--- config.mk ---
export PLATFORM = sky130hd
export DESIGN_NAME = rollcall_framer_flat
export DESIGN_NICKNAME = d
export VERILOG_FILES = /design/src/rtl/rollcall_pkg.sv /design/src/rtl/rollcall_framer_if.sv /design/src/rtl/rollcall_frame_buf.sv /design/src/rtl/rollcall_framer.sv /design/src/flat_wrapper.sv
export SDC_FILE = /design/constraint.sdc
export NUM_CORES = 1
export LEC_CHECK = 0
export CORE_MARGIN = 2
export CORE_UTILIZATION = 48
export DETAILED_ROUTE_END_ITERATION = 10
export GPL_TIMING_DRIVEN = 0
export PLACE_DENSITY = 0.78
export SYNTH_ARGS = -nofsm -noshare
export SYNTH_HDL_FRONTEND = slang
export SYNTH_SLANG_ARGS = --single-unit
--- constraint.sdc ---
create_clock -name clk -period 1.9 [get_ports clk]
set_input_delay 0.38 -clock clk [delete_from_list [all_inputs] [get_ports clk]]
set_output_delay 0.38 -clock clk [all_outputs]
set_load 0.03 [all_outputs]
--- src/rtl/rollcall_pkg.sv ---
// Shared types and sizes for the roll-call framer and its frame buffer.
package rollcall_pkg;
   localparam int SYM_W     = 2;
   localparam int NUM_SLOTS = 4;
   localparam int IDX_W     = 2;

   typedef enum logic {FILL, FULL} state_t;

   typedef struct packed {
      logic [NUM_SLOTS-1:0][SYM_W-1:0] s;
      logic [SYM_W-1:0]                pat;
      logic                            mode;
   } frame_t;
endpackage

--- src/rtl/rollcall_framer_if.sv ---
// Symbol-in / frame-out handshake bundle between the framer, its feeder and the matcher.
interface rollcall_framer_if #(
   parameter int SYM_W = rollcall_pkg::SYM_W,
   parameter int ID_W  = 4
);
   logic             in_valid;
   logic             in_ready;
   logic [SYM_W-1:0] in_sym;
   logic [SYM_W-1:0] in_pat;
   logic             in_mode;
   logic             flush;
   logic             out_valid;
   logic             out_ready;
   logic [SYM_W-1:0] s0, s1, s2, s3;
   logic [SYM_W-1:0] pat;
   logic             mode;
   logic [ID_W-1:0]  frame_id;
   logic [2:0]       fill_lvl;

   modport master (
      output in_valid, in_sym, in_pat, in_mode, flush, out_ready,
      input  in_ready, out_valid, s0, s1, s2, s3, pat, mode, frame_id, fill_lvl
   );

   modport slave (
      input  in_valid, in_sym, in_pat, in_mode, flush, out_ready,
      output in_ready, out_valid, s0, s1, s2, s3, pat, mode, frame_id, fill_lvl
   );
endinterface

--- src/rtl/rollcall_frame_buf.sv ---
// Four-slot write-indexed frame register; PAT/MODE captured on the slot-0 write.
module rollcall_frame_buf
   import rollcall_pkg::*;
(
   input  logic             clk,
   input  logic             rst_n,
   input  logic             clr,
   input  logic             wr_en,
   input  logic [SYM_W-1:0] sym,
   input  logic [SYM_W-1:0] pat,
   input  logic             mode,
   output frame_t           frame,
   output logic [IDX_W-1:0] idx,
   output logic             done
);
   frame_t           frame_q;
   logic [IDX_W-1:0] idx_q;
   logic             wr;

   assign wr = wr_en & ~clr;

   always_ff @(posedge clk) begin
      if (!rst_n) begin
         frame_q <= '0;
         idx_q   <= '0;
      end else if (clr) begin
         idx_q <= '0;
      end else if (wr_en) begin
         frame_q.s[idx_q] <= sym;
         if (idx_q == '0) begin
            frame_q.pat  <= pat;
            frame_q.mode <= mode;
         end
         idx_q <= idx_q + IDX_W'(1);
      end
   end

   // Write-through view so the completing symbol is visible on the edge it lands.
   always_comb begin
      frame = frame_q;
      if (wr) begin
         frame.s[idx_q] = sym;
         if (idx_q == '0) begin
            frame.pat  = pat;
            frame.mode = mode;
         end
      end
   end

   assign idx  = idx_q;
   assign done = wr & (idx_q == IDX_W'(NUM_SLOTS - 1));
endmodule

--- src/rtl/rollcall_framer.sv ---
// Packs 2-bit symbols into 4-symbol frames for the roll-call matcher.
// Optional ROLLCALL_FRAMER_DBUF_EN: second frame register so filling overlaps output.
module rollcall_framer
   import rollcall_pkg::*;
#(
   parameter int ID_W = 4
)
(
   input logic              clk,
   input logic              rst_n,
   rollcall_framer_if.slave bus
);
   state_t           state, state_nxt;
   logic             accept, take, done;
   logic             in_ready, out_valid;
   logic [IDX_W-1:0] fill_idx;
   logic [2:0]       fill_lvl;
   frame_t           out_frame;
   logic [ID_W-1:0]  frame_id;

   assign accept = bus.in_valid & in_ready;
   assign take   = out_valid & bus.out_ready;

   always_ff @(posedge clk) begin
      if (!rst_n) state <= FILL;
      else        state <= state_nxt;
   end

   always_ff @(posedge clk) begin
      if (!rst_n)    frame_id <= '0;
      else if (take) frame_id <= frame_id + ID_W'(1);
   end

`ifndef ROLLCALL_FRAMER_DBUF_EN
   frame_t fill_frame;
   frame_t out_q;

   rollcall_frame_buf u_buf (
      .clk   (clk),
      .rst_n (rst_n),
      .clr   (bus.flush),
      .wr_en (accept),
      .sym   (bus.in_sym),
      .pat   (bus.in_pat),
      .mode  (bus.in_mode),
      .frame (fill_frame),
      .idx   (fill_idx),
      .done  (done)
   );

   // FULL means the output register holds the frame awaiting the matcher.
   always_comb begin
      state_nxt = state;
      case (state)
         FILL:    if (done) state_nxt = FULL;
         FULL:    if (take) state_nxt = FILL;
         default: state_nxt = FILL;
      endcase
   end

   always_comb begin
      in_ready  = (state == FILL) & ~bus.flush;
      out_valid = (state == FULL);
      fill_lvl  = (state == FULL) ? 3'd4 : {1'b0, fill_idx};
   end

   always_ff @(posedge clk) begin
      if (!rst_n)    out_q <= '0;
      else if (done) out_q <= fill_frame;
   end

   assign out_frame = out_q;
`else
   frame_t           frame0, frame1;
   logic [IDX_W-1:0] idx0, idx1;
   logic             done0, done1;
   logic             sel;
   logic             out_valid_q;
   logic             handoff;

   // sel names the buffer on the output; the other one is always the fill buffer.
   rollcall_frame_buf u_buf0 (
      .clk   (clk),
      .rst_n (rst_n),
      .clr   (bus.flush & sel),
      .wr_en (accept & sel),
      .sym   (bus.in_sym),
      .pat   (bus.in_pat),
      .mode  (bus.in_mode),
      .frame (frame0),
      .idx   (idx0),
      .done  (done0)
   );

   rollcall_frame_buf u_buf1 (
      .clk   (clk),
      .rst_n (rst_n),
      .clr   (bus.flush & ~sel),
      .wr_en (accept & ~sel),
      .sym   (bus.in_sym),
      .pat   (bus.in_pat),
      .mode  (bus.in_mode),
      .frame (frame1),
      .idx   (idx1),
      .done  (done1)
   );

   assign fill_idx  = sel ? idx0 : idx1;
   assign done      = sel ? done0 : done1;
   assign out_frame = sel ? frame1 : frame0;

   // FULL means the fill buffer holds a complete frame blocked behind the output.
   always_comb begin
      state_nxt = state;
      case (state)
         FILL:    if (done & out_valid_q & ~bus.out_ready) state_nxt = FULL;
         FULL:    if (bus.flush | bus.out_ready) state_nxt = FILL;
         default: state_nxt = FILL;
      endcase
   end

   always_comb begin
      in_ready  = (state == FILL) & ~bus.flush;
      out_valid = out_valid_q;
      fill_lvl  = (state == FULL) ? 3'd4 : {1'b0, fill_idx};
   end

   assign handoff = ((state == FILL) & done & (~out_valid_q | bus.out_ready)) |
                    ((state == FULL) & ~bus.flush & bus.out_ready);

   always_ff @(posedge clk) begin
      if (!rst_n) begin
         sel         <= 1'b0;
         out_valid_q <= 1'b0;
      end else if (handoff) begin
         sel         <= ~sel;
         out_valid_q <= 1'b1;
      end else if (take) begin
         out_valid_q <= 1'b0;
      end
   end
`endif

   assign bus.in_ready  = in_ready;
   assign bus.out_valid = out_valid;
   assign bus.s0        = out_frame.s[0];
   assign bus.s1        = out_frame.s[1];
   assign bus.s2        = out_frame.s[2];
   assign bus.s3        = out_frame.s[3];
   assign bus.pat       = out_frame.pat;
   assign bus.mode      = out_frame.mode;
   assign bus.frame_id  = frame_id;
   assign bus.fill_lvl  = fill_lvl;
endmodule
--- src/flat_wrapper.sv ---
// flat-port wrapper written by rule: the top's interface ports become plain ports
module rollcall_framer_flat import rollcall_pkg::*;
#(
   parameter int ID_W = 4
)
  (clk, rst_n, bus_in_valid, bus_in_sym, bus_in_pat, bus_in_mode, bus_flush, bus_out_ready, bus_in_ready, bus_out_valid, bus_s0, bus_s1, bus_s2, bus_s3, bus_pat, bus_mode, bus_frame_id, bus_fill_lvl);
  rollcall_framer_if #(.ID_W(ID_W)) bus_i ();
  input logic clk;
  input logic rst_n;
  input wire logic [$bits(bus_i.in_valid)-1:0] bus_in_valid;
  input wire logic [$bits(bus_i.in_sym)-1:0] bus_in_sym;
  input wire logic [$bits(bus_i.in_pat)-1:0] bus_in_pat;
  input wire logic [$bits(bus_i.in_mode)-1:0] bus_in_mode;
  input wire logic [$bits(bus_i.flush)-1:0] bus_flush;
  input wire logic [$bits(bus_i.out_ready)-1:0] bus_out_ready;
  output wire logic [$bits(bus_i.in_ready)-1:0] bus_in_ready;
  output wire logic [$bits(bus_i.out_valid)-1:0] bus_out_valid;
  output wire logic [$bits(bus_i.s0)-1:0] bus_s0;
  output wire logic [$bits(bus_i.s1)-1:0] bus_s1;
  output wire logic [$bits(bus_i.s2)-1:0] bus_s2;
  output wire logic [$bits(bus_i.s3)-1:0] bus_s3;
  output wire logic [$bits(bus_i.pat)-1:0] bus_pat;
  output wire logic [$bits(bus_i.mode)-1:0] bus_mode;
  output wire logic [$bits(bus_i.frame_id)-1:0] bus_frame_id;
  output wire logic [$bits(bus_i.fill_lvl)-1:0] bus_fill_lvl;
  assign bus_i.in_valid = bus_in_valid;
  assign bus_i.in_sym = bus_in_sym;
  assign bus_i.in_pat = bus_in_pat;
  assign bus_i.in_mode = bus_in_mode;
  assign bus_i.flush = bus_flush;
  assign bus_i.out_ready = bus_out_ready;
  assign bus_in_ready = bus_i.in_ready;
  assign bus_out_valid = bus_i.out_valid;
  assign bus_s0 = bus_i.s0;
  assign bus_s1 = bus_i.s1;
  assign bus_s2 = bus_i.s2;
  assign bus_s3 = bus_i.s3;
  assign bus_pat = bus_i.pat;
  assign bus_mode = bus_i.mode;
  assign bus_frame_id = bus_i.frame_id;
  assign bus_fill_lvl = bus_i.fill_lvl;
  rollcall_framer #(.ID_W(ID_W)) u_core (.clk(clk), .rst_n(rst_n), .bus(bus_i));
endmodule
Word-level counts from Yosys, hierarchy flattened

Cells that the tools add are included.

$add $sub $neg: 2
Magnitude comparators: 2
Eq/ne operators: 1
Muxes and demuxes: 9
Bitwise logic cells: 8
Reductions and logical operators: 4

Operators with widths:

| kind                                                                          | count |
|---|---|
| 11-bit 2-to-1 mux                                                             | 1 |
| 8-bit bitwise mux                                                             | 1 |
| 3-bit 2-to-1 mux                                                              | 2 |
| 1-bit AND                                                                     | 5 |
| 4-bit by 1-bit adder with 4-bit output (second input constant)                | 1 |
| 2-bit demux with 2-bit select                                                 | 1 |
| 2-bit by 3-bit less-than comparator with 1-bit output (second input constant) | 1 |
| 1-bit NOT                                                                     | 3 |
| 2-bit by 1-bit adder with 2-bit output (second input constant)                | 1 |
| 2-bit equality test (second input constant)                                   | 1 |
| 2-bit by 1-bit >= comparator with 1-bit output (second input constant)        | 1 |
| 2-bit logical NOT                                                             | 1 |
| 1-bit 2-to-1 mux                                                              | 2 |
| 2-bit 2-to-1 mux                                                              | 1 |
| 1-bit case mux with 2 select lines                                            | 1 |
| 2-bit AND reduction                                                           | 1 |
| 2-bit OR reduction                                                            | 1 |
| 1-bit logical AND                                                             | 1 |

Bits in registers: 29
Input bits: 10
Output and inout bits: 20
Logic and storage cells: 41

Depth between registers and ports, before layout

Gate-level depths: netlist of run 1.

Depth after elaboration: 7
Gate-level depth with buffers: 7
Gate-level depth less buffers: 5

Modules after synthesis

Synthesis of run 1 repeated with hierarchy kept, for this count alone.

Cell total of the unflattened synthesis: 133
Area, all modules: 1447.6 sq um

By module, submodules not included:

| module             | instances | cells an instance | area an instance (sq um) | sequential area each (sq um) |
|---|---|---|---|---|
| rollcall_frame_buf | 1         | 72                | 800.8                    | 260.2 |
| rollcall_framer    | 1         | 61                | 646.9                    | 320.3 |

Least setup slack after synthesis of run 1

No wires, ideal clock.

Path type: reg2reg
Start point: reg u_core.u_buf.idx_q[0] (netlist: u_core.u_buf.idx[0])
End point: reg u_core.u_buf.frame_q[0] (netlist bit)
Setup time: 0.121 ns
Arrival time: 1.288 ns
Data required time: 1.779 ns
Setup slack: 0.491 ns
Cell stages (with the launch flop): 8
Path buffers: 2
Period minus slack after synthesis: 1.409 ns
Cell sequence: dfxtp_1 -> inv_1 -> ha_1 -> clkbuf_2 -> and4bb_2 -> buf_6 -> nand3_1 -> o21ai_0

Cells in the longest elaborated chain, start to end: 2

RTL lines:

| item                   | RTL line                 | text |
|---|---|---|
| start, declared        | rollcall_frame_buf.sv:17 | `logic [IDX_W-1:0] idx_q;` |
| start signal, assigned | rollcall_frame_buf.sv:34 | `idx_q <= idx_q + IDX_W'(1);` |
| 2-bit logical NOT      | rollcall_frame_buf.sv:30 | `if (idx_q == '0) begin` |
| 3-bit 2-to-1 mux       | -                        |  |
| end, declared          | rollcall_frame_buf.sv:16 | `frame_t frame_q;` |

Every way passes these cells.
A chain may end at the register's enable or synchronous reset.

Worst setup path after layout of run 1

Start point: reg u_core.frame_id[1] (netlist: u_core.bus.frame_id[1])
End point: out bus_frame_id[1]

RTL lines:

| item                   | RTL line              | text |
|---|---|---|
| start, declared        | rollcall_framer.sv:19 | `logic [ID_W-1:0] frame_id;` |
| start signal, assigned | rollcall_framer.sv:31 | `else if (take) frame_id <= frame_id + ID_W'(1);` |
| end, declared          | flat_wrapper.sv:24    | `output wire logic [$bits(bus_i.frame_id)-1:0] bus_frame_id;` |

No word-level cell between the ends.

==> metrics.yaml, run 1 <==
yosys-top-cells-area: "dfxtp_1, mux2i_1, o211a_1"
post_cts_buffers: 0
r2r_end: "u_core.u_buf.frame_q[0]"
fillCellCount: 214
drive_above_1_share_pct: 12.42
vias: 976
hold_class: "reg2reg"
status: "finished, final reports clean"
synth-xor-area-share_pct: 2.049
clock_path_buffers: 2
drt-total-wl_mm: 2.577
wire_per_inst_um: 13.49
cts_tree: "built"
powerDensity_nw_per_um2: 564.5
start_kind: "flip-flop"
crit_buf_inv: 1
ioPinCount: 30
rows: 18
track_usage_pct: 17.69
drt_pass1_iterations: 4
fin_crit_sh_pct: 95.25
multiInputGateArea_um2: 665.6
start_util_pct: 51.30
synth_cell_types: 26
synth_top_family_by_area: "simple AND/OR/NAND/NOR gates"
r2r_slack_ps: 330
ys_seq_elements: 27
dieWidth_um: 55.69
root_buffer: "clkbuf_4"
clk_latency_ps: 340
crit_family: "buffers and inverters"
h-tree-depth: 1
grt_most_used_layer: "met2"
synthAdderAreaFrac_pct: 4.878
core_um2: 2500
finalMaxSlewViolations: 0
yosysTopAreaCell: "dfxtp_1"
cts_hold_buffers: 0
fin_nets: 177
finalSetupViolCount: 0
synth_cells: 128
cap_viol_max_count: 0
synth-simple-area-share_pct: 20.39
numCtsBuffers: 3
max_stage_delay_ps: 690
clkTransAtPathRegs_ps: 150
worst-path-stages: 1
final_cells: 191
antenna_found_initial: 0
grt_max_degree: 17
grt_pass1_vias: 1009
use_met3_pct: 3.256
irDropWorstVdd_uv: 464.3
muxShareOfSynthArea_pct: 12.49
crit_path_max_fanout: 4
avgViaCountPerCell: 5.110
dp.cells: 187
mappedNetlistArea_um2: 1282
ant_nets: 0
worst_ep_required_time_ps: 1520
slew_headroom_pct: 72.44
synth.net_count: 143
fin_worst_skew_ps: 12.01
yosys_warnings: 0
path_class: "reg2out"
cp.arrival_ps: 1430
power.leakage_nw: 0.7816
cp_slowest_cell: "clkdlybuf4s50_1"
hold_viol: 0
drc: 0
netlist.area_leader.share_pct: 42.15
drt_iter0_drc: 6
grtUsageMet2_pct: 29.76
tightest_slew_ps: 413.4
grt.overflow.total: 0
cts_num_sinks: 27
period_minus_slack_ps: 1810
grt_pass1_wl_mm: 4.443
syn2layout_area_growth_pct: 27.71
rsz0062_at_grt: "no"
synth_compound_area_share_pct: 12.10
r2r_start: "u_core.u_buf.idx[0]"
grt_use_met1_pct: 22.43
worstPathCellList: "clkdlybuf4s50_1"
crit_path_end: "bus_frame_id[1]"
hpwl_mm: 2.009
endpoint_kind: "output port"
diodes: 0
post_dp_cell_area_um2: 1610
yosysSeqAreaShare_pct: 42.15
hold-worst-slack_ps: 469.8
worstSetupStartpoint: "u_core.bus.frame_id[1]"
avgSynthCellArea_um2: 10.02
fp.dieArea_um2: 3101
fmaxAchievable_mhz: 552.5
final_area_um2: 1638
place.gp.congestion: 0.7024
power_mw: 0.9245
die_h_um: 55.69
regArea_um2: 540.5
r2r_cells: 7
numPortBuffers: 29
report_power, final:
part	leakage [nW]	switching, mW	internal (mW)
Clock	0.0139	0.178	0.0809
Combinational	0.550	0.0453	0.0427
Sequential	0.218	0.00458	0.573
registers in the layout (all words and copies together) (netlist names):
register,cells
u_core.bus.s3,2
u_core.bus.s2,2
u_core.bus.frame_id,4
u_core.bus.mode,1
u_core.bus.out_valid,1
u_core.u_buf.idx,2
u_core.bus.s0,2
u_core.bus.pat,2
u_core.u_buf.frame_q,9
u_core.bus.s1,2
area by class of cell:
type | instances | area share [%]
multi-input cells | 90 | 40.64
flip-flops and latches | 27 | 33.00
repair buffers | 29 | 17.57
plain buffers | 9 | 4.202
well taps | 30 | 2.292
clock buffers | 3 | 1.375
clock inverters | 1 | 0.4584
inverters | 2 | 0.4584
Yosys cell counts:
| library cell | instances |
|---|---|
| a21boi_0 | 2 |
| nand2_4 | 1 |
| and4bb_2 | 1 |
| and4bb_4 | 1 |
| o211a_1 | 9 |
| nand2_1 | 23 |
| clkbuf_1 | 3 |
| nor3b_4 | 1 |
| inv_1 | 2 |
| buf_4 | 1 |
| or3_1 | 1 |
| o21ai_0 | 4 |
| nand3_1 | 6 |
| nand2_2 | 4 |
| a21boi_1 | 1 |
| dfxtp_1 | 27 |
| nor2_1 | 5 |
| a21boi_2 | 2 |
| nand4bb_1 | 1 |
| mux2i_1 | 16 |
| nand2b_1 | 2 |
| xnor2_1 | 3 |
| and2_1 | 2 |
| ha_1 | 5 |
| clkbuf_2 | 1 |
| buf_6 | 4 |
metal layers:
layer,routed length [µm],vias up
met5,0,-
met4,30,0
met3,105,3
met2,1234,25
met1,1207,446
li1,-,502
layout by cell type, fill, tap and decap left out:
master / count
clkbuf_2: 1
nor3b_4: 1
ha_1: 5
or3_1: 1
and4bb_2: 1
mux2i_1: 16
nand2b_1: 2
buf_6: 4
nand3_1: 6
and4bb_4: 1
nand2_4: 1
clkinvlp_4: 1
a21boi_2: 2
clkbuf_4: 3
nand2_2: 4
dlygate4sd2_1: 4
o21ai_0: 4
inv_1: 2
dfxtp_1: 27
a21boi_0: 2
o211a_1: 9
clkdlybuf4s50_1: 24
nand2_1: 23
a21boi_1: 1
clkbuf_1: 3
and2_1: 2
buf_4: 1
nor2_1: 5
dlymetal6s2s_1: 1
xnor2_1: 3
nand4bb_1: 1
worst min path at each step:
stage	startpoint	endpoint	slack, ps	depth (start not counted)
finish	u_core.u_buf.frame_q[2]	u_core.u_buf.frame_q[2]	470	2
global route	u_core.u_buf.frame_q[2]	u_core.u_buf.frame_q[2]	490	2
CTS	u_core.u_buf.frame_q[2]	u_core.u_buf.frame_q[2]	470	2
detailed placement	u_core.u_buf.frame_q[2]	u_core.u_buf.frame_q[2]	450	2
global placement	u_core.u_buf.frame_q[3]	u_core.u_buf.frame_q[3]	440	2
floorplan	u_core.u_buf.frame_q[3]	u_core.u_buf.frame_q[3]	430	2
stage by stage:
step / setup slack (ps) / util [%] / setup TNS [ps]
5_1_grt: 1.905 / 65.52 / 0
4_1_cts: 35.75 / 65.42 / 0
3_3_place_gp: -168.7 / 64.41 / -168.7
3_5_place_dp: -184.4 / 64.41 / -184.4
2_1_floorplan: 491.4 / - / 0
6_report: 90.17 / 65.52 / 0
timing repair:
| item | CTS | global route |
|---|---|---|
| resized for setup | 4 | 1 |
| setup endpoints to repair | 4 | 1 |
| cloned | 0 | 0 |
| endpoints found under the hold margin | 0 | 0 |
kinds of logic after synthesis:
logic type / Yosys count
adders and majority gates: 5
and+or+nand+nor: 48
buffers and inverters: 11
DFF: 27
AOI/OAI and AO/OA: 18
muxes: 16
xor gates and xnor gates: 3
Power figures use the tool's default switching activity.
==> run 2, diff against run 1 <==
Settings changed: ABC_AREA set to 1.
==> metrics.yaml, run 2 <==
numCtsBuffers: 3  # unchanged
hold_class: "reg2reg"
track_usage_pct: 19.63  # +1.9 points
syn2layout_area_growth_pct: 27.67  # about the same
avgSynthCellArea_um2: 6.818  # -32%
largest_reg_flops: 9  # unchanged
drt_pass1_iterations: 4  # unchanged
endpoint_kind: "output port"
cp_slowest_cell: "clkdlybuf4s50_1"
fin_worst_skew_ps: 1.183  # -10.83 ps
status: "finished, final reports clean"
synth_cell_types: 22  # -15%
synth-edff-count: 0  # unchanged
avgViaCountPerCell: 4.968  # -2.8%
synth_ff_type: "dfxtp_1"
fp.dieArea_um2: 3085  # -0.54%
min-delay-start: "u_core.bus.s3[1]"
irDropWorstVdd_uv: 391.8  # -16%
grt_pass1_vias: 1175  # +16%
finalSetupViolCount: 0  # unchanged
final_common_cell: "nand2_1"
place.gp.congestion: 0.7952  # +13%
root_buffer: "clkbuf_4"
post_cts_buffers: 0  # unchanged
synth_cells: 187  # +46%
async_flop_share_pct: 0  # unchanged
slew_headroom_pct: 71.66  # -0.79 points
clock_path_buffers: 2  # unchanged
drive_above_1_share_pct: 6.364  # -6.1 points
tightest_slew_ps: 425.2  # +11.80 ps
final_area_um2: 1628  # -0.61%
powerDensity_nw_per_um2: 563.1  # -0.24%
ant_nets: 0  # unchanged
finalWorstSetupSlack_ps: 78.23  # -11.94 ps
start_util_pct: 51.00  # -0.30 points
period_minus_slack_ps: 1822  # +11.94 ps
cap_viol_max_count: 0  # unchanged
r2r_cells: 9  # +2
fin_nets: 236  # +33%
drt_iter0_drc: 22  # +16
clk_latency_ps: 330  # about the same
ioPinCount: 30  # unchanged
power_mw: 0.9166  # -0.85%
antenna_found_initial: 0  # unchanged
clkTransAtPathRegs_ps: 140  # about the same
synth.net_count: 202  # +41%
reg_top3: "u_core.u_buf.frame_q (9), u_core.bus.frame_id (4)"
fin_crit_sh_pct: 95.88  # +0.63 points
grt_pass1_wl_mm: 4.885  # +9.9%
worst_ep_required_time_ps: 1520  # about the same
cts_tree: "built"
dieWidth_um: 55.54  # -0.27%
r2r_end: "u_core.bus.pat[1]"
synth_common_cells: "nand2_1, inv_1, dfxtp_1"
rsz0062_at_grt: "no"
yosysTopAreaCell: "dfxtp_1"
fmaxAchievable_mhz: 548.9  # -0.66%
numPortBuffers: 29  # unchanged
grt.overflow.total: 0  # unchanged
min_to: "u_core.bus.s3[1]"
rows: 18  # unchanged
start_kind: "flip-flop"
final_cell_mix: "nand2_1, inv_1, dfxtp_1"
fillCellCount: 239  # +12%
yosys-top-cells-area: "dfxtp_1, nand2_1, a21oi_1"
yosysMostFrequentCell: "nand2_1"
top_register: "u_core.u_buf.frame_q"
netlist.area_leader.share_pct: 42.39  # +0.25 points
whs_path_depth: 2  # unchanged
diodes: 0  # unchanged
post_dp_cell_area_um2: 1603  # -0.47%
wire_per_inst_um: 11.40  # -15%
finalMaxSlewViolations: 0  # unchanged
r2r_slack_ps: 460  # +130 ps
drc: 0  # unchanged
yosys_warnings: 0  # unchanged
worstPathCellList: "clkdlybuf4s50_1"
hold-worst-slack_ps: 483.8  # +14.01 ps
die_h_um: 55.54  # -0.27%
crit_path_max_fanout: 4  # unchanged
grt_max_degree: 15  # -2
drt-total-wl_mm: 2.851  # +11%
hold_viol: 0  # unchanged
mappedNetlistArea_um2: 1275  # -0.59%
pre_cts_slack_ps: -194.3  # -9.865 ps
crit_family: "buffers and inverters"
ys_seq_elements: 27  # unchanged
cp.arrival_ps: 1440  # about the same
power.leakage_nw: 0.7330  # -6.2%
hpwl_mm: 2.078  # +3.5%
vias: 1242  # +27%
yosysSeqAreaShare_pct: 42.39  # +0.25 points
cts_hold_buffers: 0  # unchanged
cts_num_sinks: 27  # unchanged
core_um2: 2500  # unchanged
max_stage_delay_ps: 700  # about the same
crit_buf_inv: 1  # unchanged
r2r_start: "u_core.u_buf.idx[0]"
path_class: "reg2out"
h-tree-depth: 1  # unchanged
setup-tns-final_ps: 0  # unchanged
## run 2: changes by cell type in the layout (fill, tap and decap cells not counted), sizes merged, moves of 3 or more
cell	delta
a21oi	+24
nand2	+39
xnor2	-3
nor2	+5
o211a	-9
mux2i	-16
a21boi	-5
inv	+27
nand3	+5
## run 2: layout make-up
type                    count  area (µm²)  share of cell area, %
repair buffers             29       287.8                  17.68
well taps                  30       37.54                  2.306
plain buffers               6       35.03                  2.152
multi-input cells         124       586.8                  36.05
clock buffers               4       26.28                  1.614
inverters                  30       112.6                  6.918
flip-flops and latches     27       541.8                  33.28
## run 2: metrics by stage
stage / utilization, % / std cells
floorplan: - / 187
global placement: 64.11 / 246
detailed placement: 64.11 / 246
CTS: 65.02 / 250
global route: 65.12 / 250
finish: 65.12 / 250
## run 2: per-layer routing
metal	global-route usage, %	routed length [µm]	share of wire, %
met5	0	0	0
met4	7.317	46	1.6
met3	2.810	102	3.6
met2	35.37	1394	49
met1	23.36	1308	46
## run 2: cells by family after synthesis
logic type | Yosys count | share of synthesized area (%)
compound gates | 26 | 10.21
xor+xnor | 1 | 0.6871
fa+ha+maj | 5 | 4.907
buf+inv | 36 | 11.58
flops | 27 | 42.39
simple gates | 92 | 30.23
## run 2: repair_timing
action | 4_1_cts | 5_1_grt
pin swaps | 0 | 0
setup endpoints to repair | 5 | 1
resized for setup | 5 | 1
## run 2: worst max-delay path by stage
stage | endpoint | cells past startpoint | startpoint | slack [ps]
floorplan | u_core.bus.mode | 7 | u_core.bus.out_valid | 510
global placement | bus_in_ready | 3 | bus_flush | -190
detailed placement | bus_in_ready | 3 | bus_flush | -190
CTS | bus_out_valid | 1 | u_core.bus.out_valid | 30
global route | bus_frame_id[0] | 1 | u_core.bus.frame_id[0] | 10
finish | bus_frame_id[0] | 1 | u_core.bus.frame_id[0] | 80
## run 2: power by group
group / internal [mW] / switching (mW) / leakage, nW / total (mW)
clock network: 0.0826 / 0.173 / 0.0150 / 0.255
registers: 0.573 / 0.00372 / 0.219 / 0.576
logic: 0.0344 / 0.0509 / 0.499 / 0.0853
total: 0.689 / 0.227 / 0.733 / 0.917
